## config.mk

```make
export PLATFORM = sky130hd
export DESIGN_NAME = i2s_tx_sequencer
export DESIGN_NICKNAME = d
export VERILOG_FILES = /design/src/rtl/i2s_tx_sequencer.sv
export SDC_FILE = /design/constraint.sdc
export NUM_CORES = 1
export LEC_CHECK = 0
export BUFFER_PORTS_ARGS = -buffer_cell sky130_fd_sc_hd__buf_4
export CAP_MARGIN = 20
export CORE_ASPECT_RATIO = 1.25
export CORE_MARGIN = 2
export CORE_UTILIZATION = 59
export DETAILED_ROUTE_END_ITERATION = 8
export PLACE_DENSITY = 0.84
export SLEW_MARGIN = 40
export SYNTH_ARGS = -nofsm -noshare
export SYNTH_HDL_FRONTEND = slang
export SYNTH_SLANG_ARGS = --single-unit
export TNS_END_PERCENT = 5
```

## constraint.sdc

```tcl
create_clock -name clk -period 3.4 [get_ports clk]
set_input_delay 0.34 -clock clk [delete_from_list [all_inputs] [get_ports clk]]
set_output_delay 0.34 -clock clk [all_outputs]
set_load 0.02 [all_outputs]
```

## src/rtl/i2s_tx_sequencer.sv

```systemverilog
`default_nettype none
// ============================================================================
// Module   : i2s_tx_sequencer
// Purpose  : I2S transmit control stage. Accepts stereo sample pairs on a
//            valid/ready handshake, formats each channel into a WIDTH-bit
//            left-justified MSB-first slot word for an LSB-first PISO, and
//            generates shift_en, bclk and lrclk.
// Options  : I2S_TX_UNDERRUN_HOLD_EN - when defined, an underrun replays the
//            last pair; when undefined, an underrun sends silence.
// Revision : 1.0 - initial release
// ============================================================================
module i2s_tx_sequencer #(
  parameter int WIDTH        = 32,
  parameter int SAMPLE_WIDTH = 24,
  parameter int CLK_DIV      = 4
) (
  input  logic                    clk,
  input  logic                    rstn,
  input  logic [SAMPLE_WIDTH-1:0] s_left,
  input  logic [SAMPLE_WIDTH-1:0] s_right,
  input  logic                    s_valid,
  output logic                    s_ready,
  output logic [WIDTH-1:0]        word_out,
  output logic                    shift_en,
  output logic                    bclk,
  output logic                    lrclk,
  output logic                    underrun
);

  localparam int c_div_w = (CLK_DIV > 2) ? $clog2(CLK_DIV) : 1;
  localparam int c_bit_w = (WIDTH > 2) ? $clog2(WIDTH) : 1;

  localparam logic [c_div_w-1:0] c_div_last = c_div_w'(CLK_DIV - 1);
  localparam logic [c_div_w-1:0] c_div_half = c_div_w'(CLK_DIV / 2);
  localparam logic [c_bit_w-1:0] c_bit_last = c_bit_w'(WIDTH - 1);
  localparam logic [c_bit_w-1:0] c_bit_prep = c_bit_w'(WIDTH - 2);

  // Unsupported configurations are rejected at elaboration.
  if ((SAMPLE_WIDTH > WIDTH) || (CLK_DIV < 2) || ((CLK_DIV % 2) != 0)) begin : g_cfg_bad
    $error("i2s_tx_sequencer: unsupported WIDTH/SAMPLE_WIDTH/CLK_DIV combination");
  end

  logic [c_div_w-1:0]      r_div_cnt;
  logic [c_bit_w-1:0]      r_bit_cnt;
  logic                    r_lrclk;
  logic [WIDTH-1:0]        r_word;
  logic                    r_underrun;
  logic                    r_hold_full;
  logic [SAMPLE_WIDTH-1:0] r_hold_left;
  logic [SAMPLE_WIDTH-1:0] r_hold_right;
  logic [SAMPLE_WIDTH-1:0] r_cur_right;
`ifdef I2S_TX_UNDERRUN_HOLD_EN
  // The left sample only needs to be kept when it can be replayed.
  logic [SAMPLE_WIDTH-1:0] r_cur_left;
`endif

  logic w_shift;
  logic w_prep;
  logic w_left_prep;
  logic w_right_prep;
  logic w_accept;

  // Line bit k (sent first for k=0) carries sample bit SAMPLE_WIDTH-1-k;
  // bits beyond the sample are zero padding.
  function automatic logic [WIDTH-1:0] fmt_slot(input logic [SAMPLE_WIDTH-1:0] s);
    fmt_slot = '0;
    for (int k = 0; k < SAMPLE_WIDTH; k++) begin
      fmt_slot[k] = s[SAMPLE_WIDTH-1-k];
    end
  endfunction

  assign w_shift      = rstn && (r_div_cnt == c_div_last);
  // Prep is the shift that moves into the last bit of a slot: lrclk toggles
  // one bit early and the PISO picks up the new word on the next shift.
  assign w_prep       = w_shift && (r_bit_cnt == c_bit_prep);
  assign w_left_prep  = w_prep && r_lrclk;
  assign w_right_prep = w_prep && !r_lrclk;
  assign w_accept     = s_valid && !r_hold_full;

  assign s_ready  = !r_hold_full;
  assign word_out = r_word;
  assign shift_en = w_shift;
  assign bclk     = (r_div_cnt >= c_div_half);
  assign lrclk    = r_lrclk;
  assign underrun = r_underrun;

  // Clock divider and bit counter; the bit counter mirrors the PISO counter.
  always_ff @(posedge clk) begin
    if (!rstn) begin
      r_div_cnt <= '0;
      r_bit_cnt <= '0;
    end else begin
      r_div_cnt <= (r_div_cnt == c_div_last) ? '0 : r_div_cnt + 1'b1;
      if (w_shift) begin
        r_bit_cnt <= (r_bit_cnt == c_bit_last) ? '0 : r_bit_cnt + 1'b1;
      end
    end
  end

  // Slot sequencing: toggle word select and stage the next slot word.
  always_ff @(posedge clk) begin
    if (!rstn) begin
      r_lrclk     <= 1'b0;
      r_word      <= '0;
      r_underrun  <= 1'b0;
      r_cur_right <= '0;
`ifdef I2S_TX_UNDERRUN_HOLD_EN
      r_cur_left  <= '0;
`endif
    end else begin
      r_underrun <= 1'b0;
      if (w_prep) begin
        r_lrclk <= !r_lrclk;
      end
      if (w_right_prep) begin
        r_word <= fmt_slot(r_cur_right);
      end
      if (w_left_prep) begin
        if (r_hold_full) begin
          r_cur_right <= r_hold_right;
`ifdef I2S_TX_UNDERRUN_HOLD_EN
          r_cur_left  <= r_hold_left;
`endif
          r_word      <= fmt_slot(r_hold_left);
        end else begin
          r_underrun <= 1'b1;
`ifdef I2S_TX_UNDERRUN_HOLD_EN
          r_word      <= fmt_slot(r_cur_left);
`else
          r_cur_right <= '0;
          r_word      <= '0;
`endif
        end
      end
    end
  end

  // Single-entry holding buffer between the handshake and the slot logic.
  always_ff @(posedge clk) begin
    if (!rstn) begin
      r_hold_full  <= 1'b0;
      r_hold_left  <= '0;
      r_hold_right <= '0;
    end else if (w_accept) begin
      r_hold_full  <= 1'b1;
      r_hold_left  <= s_left;
      r_hold_right <= s_right;
    end else if (w_left_prep) begin
      r_hold_full  <= 1'b0;
    end
  end

endmodule
`default_nettype wire

```

==> results of run 1 <==
## cell type report
cell class	count	share of cell area
clock buffer	10	0.0245
sequential	106	0.408
tap	92	0.0221
multi-input combinational	362	0.405
clock inverter	6	0.0139
inverter	4	0.00288
timing repair buffer	83	0.123
## worst paths after layout
kind	startpoint	endpoint	slack (ns)	cells past startpoint
max reg2reg	r_div_cnt[1]$_SDFF_PP0_	r_cur_right[4]$_SDFFE_PN0P_	1.22	5
min	s_right[10]	r_hold_right[10]$_SDFFE_PN0P_	0.21	3
max	r_div_cnt[1]$_SDFF_PP0_	r_cur_right[4]$_SDFFE_PN0P_	1.22	5
min reg2reg	r_div_cnt[0]$_SDFF_PP0_	r_div_cnt[0]$_SDFF_PP0_	0.45	1
## per-stage QoR
step            util  power, uW
6_report       0.704       2270
5_1_grt        0.704       2360
4_1_cts        0.704       2280
3_5_place_dp   0.677       1520
3_3_place_gp   0.672       1510
2_1_floorplan      -       1450
## cells in the final DEF, fill, tap and decap left out, types with 7 or more instances in the layout
cell	instances
a21boi_0	28
a21boi_1	21
a21oi_1	11
a31oi_1	16
buf_4	82
clkbuf_8	9
conb_1	8
dfxtp_1	105
nand2_1	116
nand3_1	7
nor2b_1	25
o211ai_1	40
o211ai_2	9
o21ai_0	11
o21ai_1	41
## power by group through the flow
stage / Sequential (uW) / Combinational, uW / Clock, uW
6_report: 1310 / 181 / 781
5_1_grt: 1320 / 205 / 837
4_1_cts: 1310 / 183 / 790
3_5_place_dp: 1340 / 182 / 0
3_3_place_gp: 1340 / 171 / 0
2_1_floorplan: 1320 / 128 / 0
## cell families after synthesis
logic type | count (synthesis) | synth area share
AOI/OAI and AO/OA | 179 | 0.268
other | 1 | 0.000827
DFF | 106 | 0.468
adders and majority gates | 5 | 0.0138
and+or+nand+nor | 169 | 0.173
muxes | 1 | 0.00221
buffers and inverters | 59 | 0.0748
## state kept, by name, indices dropped and copies added (netlist names)
| name | cells |
|---|---|
| r_hold_full | 1 |
| lrclk | 1 |
| r_cur_right | 24 |
| r_hold_right | 24 |
| underrun | 1 |
| r_bit_cnt | 5 |
| r_hold_left | 24 |
| r_div_cnt | 2 |
| word_out | 24 |
## layer usage
layer  vias up  GRT usage
met1      1709      0.321
met2       107      0.385
met5         -          0
li1       1878          -
met4         0     0.0962
met3        17     0.0389
## critical path: cells and delay by family (launching register included)
| kind | cells | cell delay, ns |
|---|---|---|
| buffers and inverters | 1 | 0.44 |
| AO/OA/AOI/OAI | 2 | 0.35 |
| adder cells (fa/ha/maj) | 1 | 0.42 |
| flip-flops | 1 | 0.37 |
| AND/OR/NAND/NOR | 1 | 0.48 |
==> results.toml, run 1 <==
[logic_synthesis]
synth.top_cell.area_share = 0.468
yosysSeqAreaShare = 0.468
synth_ff_type = "dfxtp_1"
async_flop_share = 0
synth_area_um2 = 4530
synth.most_common_cell = "nand2_1"
synth_area_leaders = "dfxtp_1, nand2_1, o211ai_1"
synth_top_area_cell = "dfxtp_1"
synth-edff-count = 0
synth_cell_types = 39
syn_area_per_cell_um2 = 8.72
synth_warnings = 0
syn_inst = 520
ys_top_cells_by_count = "nand2_1, dfxtp_1, o21ai_1"
ys_seq_elements = 106

[timing]
drv_slew = 0
min_period_over_period = 0.640
min_period_ns = 2.18
finalHoldViolCount = 0
worstMarginPinSlew_ns = 0.643
whs_ns = 0.211
fin_setup_tns_ns = 0
setup_slack_ns = 1.22
clock_skew_ns = 0.0139
grt_setup_unrepaired = "no"
max_freq_mhz = 460
maxSlewHeadroom = 0.571
setup-violations-final = 0

[route]
wl_met1_mm = 4.30
drtPass1Iterations = 4
drc = 0
drt-wirelength-per-cell_um = 14.5
drt_iter0_drc = 172
wl_met3_um = 464
top_layer = "met4"
ant_nets = 0
wirelength_mm = 9.61
avgViaCountPerCell = 5.60
wl_met2_mm = 4.65
vias = 3711

[setup_path]
arrival_ns = 2.42
critPathMaxStageDelay_ns = 0.48
cpMaxStageDelayCell = "nand4_2"
path_class = "reg2reg"
cp_max_fo = 34
cp.required_ns = 3.65
startpoint_type = "flip-flop"
crit_path_cell_trace = "ha_1, nand4_2, buf_4, o211ai_1, o21ai_1"
crit_path_end_kind = "flip-flop"

[pwr]
p_sw_uw = 559
p_leak_uw = 0.00203
combPwrFrac = 0.080
ir_worst_vdd_mv = 0.279
seq_power_share = 0.577
powerDensity_nw_per_um2 = 436
clkPwrFrac = 0.343
p_int_uw = 1710
netSwitchingFraction = 0.246

[cts]
clock-sinks = 106
clk_pin_slew_ns = 0.10
cts_buffer_depth = 2
tritoncts = "built"
cts_setup_buffers = 0
htreeDepth = 3
cts_root_buffer = "clkbuf_8"
ctsHoldBuffers = 0
numCtsBuffers = 9
clock_latency_ns = 0.36
post_cts_resized = 0

[run]
drv_cap = 0

[die]
core-area_um2 = 7400
dieArea_um2 = 8400
boundaryPins = 88
placementRows = 35
dieHeight_um = 102
start_util = 0.613
die_x_um = 82.4

[cells_and_area]
layout-drive-gt1-share = 0.207
multi_input_area_um2 = 2110
area_growth_pct = 14.9
fill_cells = 599
nets = 622
fin_cells = 663
regArea_um2 = 2130
fin_area_um2 = 5210
diodes = 0

[placement]
hpwl_mm = 6.30
place_area_um2 = 5010
port_buffers = 79
place_ws_ns = 1.27
place.gp.congestion = 0.811
dp_cells = 647

[global_routing]
antenna_found_initial = 0
grt_pass1_vias = 3450
grt_pass1_wl_mm = 16.0
overflow = 0
grt.total_usage = 0.240
grt_max_degree = 73

[run_status]
outcome = "finished clean"

[worst_hold_path]
hold_class = "in2reg"
(Power assumes the default switching activity.)
==> run 2, diff against run 1 <==
--- a/config.mk
+++ b/config.mk
@@ -9,9 +9,9 @@
 export CAP_MARGIN = 20
 export CORE_ASPECT_RATIO = 1.25
 export CORE_MARGIN = 2
-export CORE_UTILIZATION = 59
+export CORE_UTILIZATION = 50
 export DETAILED_ROUTE_END_ITERATION = 8
-export PLACE_DENSITY = 0.84
+export PLACE_DENSITY = 0.76
 export SLEW_MARGIN = 40
 export SYNTH_ARGS = -nofsm -noshare
 export SYNTH_HDL_FRONTEND = slang
==> constraint.sdc (replaced) <==
create_clock -name clk -period 1.8 [get_ports clk]
set_input_delay 0.18 -clock clk [delete_from_list [all_inputs] [get_ports clk]]
set_output_delay 0.18 -clock clk [all_outputs]
set_load 0.02 [all_outputs]
==> run 2 against run 1 <==
Effect of this change: global-route usage decreased by 2.7 points; core utilization decreased by 9.1 points; sequential cell count unchanged; sequential power increased by 88%; first-iteration DRC count increased by 42%; via count decreased by 1.1%; hold slack got worse by 0.16 ns; design area increased by 2.9%; maximum frequency increased by 29%; critical endpoint is now r_bit_cnt[3]$_SDFFE_PN0P_.
==> results.toml, run 2 (synthesis gave the netlist of run 1 again) <==
[run_status]
outcome = "finished clean"

[die]
boundaryPins = 88
start_util = 0.518
dieHeight_um = 110
placementRows = 38
die_x_um = 89.2
dieArea_um2 = 9850
core-area_um2 = 8750

[cts]
ctsHoldBuffers = 0
htreeDepth = 3
clock-sinks = 106
cts_root_buffer = "clkbuf_8"
numCtsBuffers = 9
cts_buffer_depth = 2
clock_latency_ns = 0.37
clk_pin_slew_ns = 0.09
tritoncts = "built"

[route]
drtPass1Iterations = 8
drt_iter0_drc = 245
drc = 0
drt-wirelength-per-cell_um = 14.5
ant_nets = 0
wirelength_mm = 10.2
avgViaCountPerCell = 5.23
vias = 3672

[cells_and_area]
layout-drive-gt1-share = 0.230
layout_commonest_cell = "nand2_1"
diodes = 0
mostFrequentLayoutCells = "nand2_1, dfxtp_1, buf_4, o21ai_1, o211ai_1"
area_growth_pct = 18.2
fin_area_um2 = 5360
final_core_util = 0.613
nets = 633

[setup_path]
critPathMaxStageDelay_ns = 0.50
cp_max_fo = 5
path_common_cell = "ha_2"
crit_path_cell_trace = "ha_2, and3_1, ha_2, or4_1, a21boi_1"
r2r-start = "r_bit_cnt[0]$_SDFFE_PN0P_"
r2r_cells = 5
startpoint_type = "flip-flop"
crit_path_end_kind = "flip-flop"
cp.required_ns = 2.11
rr_endpoint = "r_bit_cnt[3]$_SDFFE_PN0P_"
arrival_ns = 1.99
r2r_setup_slack_ns = 0.11
path_class = "reg2reg"
cpMaxStageDelayCell = "or4_1"

[timing]
drv_slew = 0
max_freq_mhz = 593
clock_skew_ns = 0.00735
min_period_ns = 1.69
fin_setup_tns_ns = 0
whs_ns = 0.0485
worstMarginPinSlew_ns = 0.570
grt_setup_unrepaired = "no"
setup-violations-final = 0
maxSlewHeadroom = 0.620
min_period_over_period = 0.936
finalHoldViolCount = 0

[worst_hold_path]
worstHoldEndpoint = "r_hold_right[21]$_SDFFE_PN0P_"
hold_class = "in2reg"
min_from = "s_right[21]"
min_path_cells = 3

[placement]
port_buffers = 79
hpwl_mm = 6.78
place_area_um2 = 5140
place.gp.congestion = 0.830

[pwr]
p_leak_uw = 0.00209
ir_worst_vdd_mv = 0.431
powerDensity_nw_per_um2 = 814
power_uw = 4360

[global_routing]
grt.total_usage = 0.213
grt_max_degree = 105
overflow = 0
antenna_found_initial = 0
grt_pass1_wl_mm = 16.8
grt_pass1_vias = 3508

[run]
drv_cap = 0
## run 2: what timing repair did
action | in CTS | in global routing
endpoints found under the hold margin | 0 | 0
resized for setup | 0 | 4
buffers inserted | 0 | 0
endpoints found under the setup margin | 0 | 10
## run 2: how the worst max path moves through the flow
stage          slack (ns)                   endpoint                 startpoint  cells after the start
6_report             0.11  r_bit_cnt[3]$_SDFFE_PN0P_  r_bit_cnt[0]$_SDFFE_PN0P_                      5
3_3_place_gp         0.18  r_bit_cnt[3]$_SDFFE_PN0P_  r_bit_cnt[0]$_SDFFE_PN0P_                      5
5_1_grt              0.02  r_bit_cnt[3]$_SDFFE_PN0P_  r_bit_cnt[1]$_SDFFE_PN0P_                      5
2_1_floorplan        0.22  r_bit_cnt[3]$_SDFFE_PN0P_  r_bit_cnt[0]$_SDFFE_PN0P_                      5
4_1_cts              0.07  r_bit_cnt[3]$_SDFFE_PN0P_  r_bit_cnt[1]$_SDFFE_PN0P_                      5
3_5_place_dp         0.09  r_bit_cnt[3]$_SDFFE_PN0P_  r_bit_cnt[0]$_SDFFE_PN0P_                      5
## run 2: cell type report
cell class,count,area (um^2)
Clock buffer,12,165
Clock inverter,4,48.8
Fill cell,797,3390
Inverter,4,15.0
Multi-Input combinational cell,362,2110
Sequential cell,106,2130
Tap cell,120,150
Timing Repair Buffer,94,743
## run 2: critical path, delay by kind of cell, from the launching register on
kind | cells | cell delay, ns
and+or+nand+nor | 2 | 0.71
adders and majority gates | 2 | 0.41
DFF | 1 | 0.36
AOI/OAI and AO/OA | 1 | 0.15
## run 2: routing by layer
metal | GRT usage | vias up | part of all wire
met1 | 0.291 | 1687 | 0.46
met2 | 0.336 | 87 | 0.49
met3 | 0.0351 | 8 | 0.038
li1 | - | 1890 | -
met5 | 0 | - | 0
met4 | 0.0776 | 0 | 0.013
## run 2: metrics by stage
stage / worst slack (ns) / cells
after floorplan: 0.218 / 527
after global placement: 0.181 / 686
after detailed placement: 0.0864 / 686
after CTS: 0.0677 / 702
after global routing: 0.0164 / 702
final: 0.115 / 702
## run 2: where the power goes
group	switching [uW]	leakage [uW]	total, uW	internal [uW]
Sequential	44.1	0.000863	2460	2420
Clock	776	0.000112	1530	755
Combinational	200	0.00112	372	172
Total	1020	0.00209	4360	3340
==> run 3, diff against run 2 <==
--- a/config.mk
+++ b/config.mk
@@ -12,6 +12,8 @@
 export CORE_UTILIZATION = 50
 export DETAILED_ROUTE_END_ITERATION = 8
 export PLACE_DENSITY = 0.76
+export RECOVER_POWER = 25
+export REMOVE_ABC_BUFFERS = 1
 export SLEW_MARGIN = 40
 export SYNTH_ARGS = -nofsm -noshare
 export SYNTH_HDL_FRONTEND = slang
==> run 3 against run 2 <==
Effect of this change: sequential power hardly changed; clock skew increased by 0.0028 ns; design area shrank 2.2%; critical path depth unchanged; critical endpoint unchanged; highest routed layer unchanged.
==> results.toml, run 3 (synthesis gave the netlist of run 1 again) <==
[setup_path]
startpoint_type = "flip-flop"
r2r_setup_slack_ns = 0.09
rr_endpoint = "r_bit_cnt[3]$_SDFFE_PN0P_"
r2r-start = "r_bit_cnt[1]$_SDFFE_PN0P_"
path_buf_inv = 0
crit_path_end_kind = "flip-flop"
cp_max_fo = 5
path_class = "reg2reg"
crit_cells = 5
cp_top_family = "simple AND/OR/NAND/NOR gates"
crit_path_cell_trace = "ha_1, and3_1, ha_2, or4_1, a21boi_1"
cpMaxStageDelayCell = "or4_1"
arrival_ns = 2.01
r2r_cells = 5
cp.required_ns = 2.10
critPathMaxStageDelay_ns = 0.50

[placement]
port_buffers = 79
hpwl_mm = 6.51
place_area_um2 = 5130
place.gp.congestion = 0.762

[die]
placementRows = 38
die_x_um = 89.2
core-area_um2 = 8750
dieHeight_um = 110
start_util = 0.518
boundaryPins = 88
dieArea_um2 = 9850

[timing]
setup-violations-final = 0
maxSlewHeadroom = 0.647
min_period_ns = 1.71
drv_slew = 0
worstMarginPinSlew_ns = 0.529
clock_skew_ns = 0.0101
finalHoldViolCount = 0
max_freq_mhz = 584
min_period_over_period = 0.951
fin_setup_tns_ns = 0
grt_setup_unrepaired = "no"

[global_routing]
antenna_found_initial = 0
grt_pass1_vias = 3564
grt.total_usage = 0.205
grt_pass1_wl_mm = 16.3
overflow = 0
grt_max_degree = 56

[cts]
cts_root_buffer = "clkbuf_8"
tritoncts = "built"
cts_buffer_depth = 2
numCtsBuffers = 9
ctsHoldBuffers = 0
htreeDepth = 3
clk_pin_slew_ns = 0.10
clock_latency_ns = 0.37
clock-sinks = 106

[pwr]
clkPwrFrac = 0.345
p_sw_uw = 1060
seq_power_share = 0.570
power_uw = 4310
ir_worst_vdd_mv = 0.460
netSwitchingFraction = 0.246
p_leak_uw = 0.00199
combPwrFrac = 0.085
powerDensity_nw_per_um2 = 822
p_int_uw = 3250

[cells_and_area]
diodes = 0
fin_area_um2 = 5240
area_growth_pct = 15.7
mostFrequentLayoutCells = "nand2_1, dfxtp_1, buf_4, o21ai_1, o211ai_1"
fill_cells = 834
layout_commonest_cell = "nand2_1"
nets = 635
layout-drive-gt1-share = 0.183

[worst_hold_path]
hold_class = "in2reg"
min_path_cells = 3
min_from = "s_left[2]"
worstHoldEndpoint = "r_hold_left[2]$_SDFFE_PN0P_"

[route]
drt_iter0_drc = 154
wirelength_mm = 9.90
avgViaCountPerCell = 5.36
vias = 3776
drt-wirelength-per-cell_um = 14.1
drtPass1Iterations = 4
ant_nets = 0
drc = 0

[run_status]
outcome = "finished clean"

[run]
drv_cap = 0
-- run 3: changes by cell type in the layout (fill, tap and decap cells not counted), sizes merged --
cell	change
buf	-24
clkbuf	+24
clkinv	-1
inv	+3
-- run 3: final cells by class --
cell class              instances  area (um^2)  share of cell area
clock inverters                 6         73.8              0.0141
multi-input cells             362         2120               0.404
inverters                       4         15.0             0.00286
well taps                     120          150              0.0286
flip-flops and latches        106         2120               0.405
clock buffers                  10          128              0.0243
repair buffers                 96          637               0.121
-- run 3: metrics by stage --
step | setup WS [ns] | util | std cells | hold slack [ns]
5_1_grt | 0.0291 | 0.599 | 704 | 0.0431
6_report | 0.0888 | 0.599 | 704 | 0.0443
3_3_place_gp | 0.186 | 0.586 | 688 | 0.426
2_1_floorplan | -0.495 | - | 472 | 0.298
4_1_cts | 0.00323 | 0.609 | 704 | 0.0379
3_5_place_dp | 0.0702 | 0.586 | 688 | 0.439
-- run 3: power groups by stage --
stage	clock network (uW)	registers [uW]	logic, uW
6_report	1480	2460	367
2_1_floorplan	0	2510	167
5_1_grt	1590	2460	412
3_3_place_gp	0	2510	362
4_1_cts	1510	2460	372
3_5_place_dp	0	2510	372
-- run 3: worst min-delay path, stage by stage --
cell,delay [ns]
buf_4,0.11
nand2_1,0.04
a21boi_1,0.05
-- run 3: worst max path at each step --
stage	slack [ns]	to	startpoint
after global placement	0.19	r_bit_cnt[3]$_SDFFE_PN0P_	r_bit_cnt[0]$_SDFFE_PN0P_
final	0.09	r_bit_cnt[3]$_SDFFE_PN0P_	r_bit_cnt[1]$_SDFFE_PN0P_
after global routing	0.03	r_bit_cnt[3]$_SDFFE_PN0P_	r_bit_cnt[0]$_SDFFE_PN0P_
after detailed placement	0.07	r_cur_right[0]$_SDFFE_PN0P_	r_div_cnt[0]$_SDFF_PP0_
after floorplan	-0.50	r_hold_left[10]$_SDFFE_PN0P_	r_hold_full$_SDFFE_PN0P_
after CTS	0.003	r_cur_right[2]$_SDFFE_PN0P_	r_div_cnt[0]$_SDFF_PP0_
-- run 3: routing by layer --
| layer | wire length, um | global-route usage |
|---|---|---|
| met1 | 4320 | 0.262 |
| met2 | 4940 | 0.337 |
| met3 | 426 | 0.0247 |
| met4 | 216 | 0.0955 |
| met5 | 0 | 0 |
-- run 3: what timing repair did --
action                                  CTS  global route
gates resized for setup                   0             3
setup buffers                             0             0
endpoints found under the setup margin    0            12
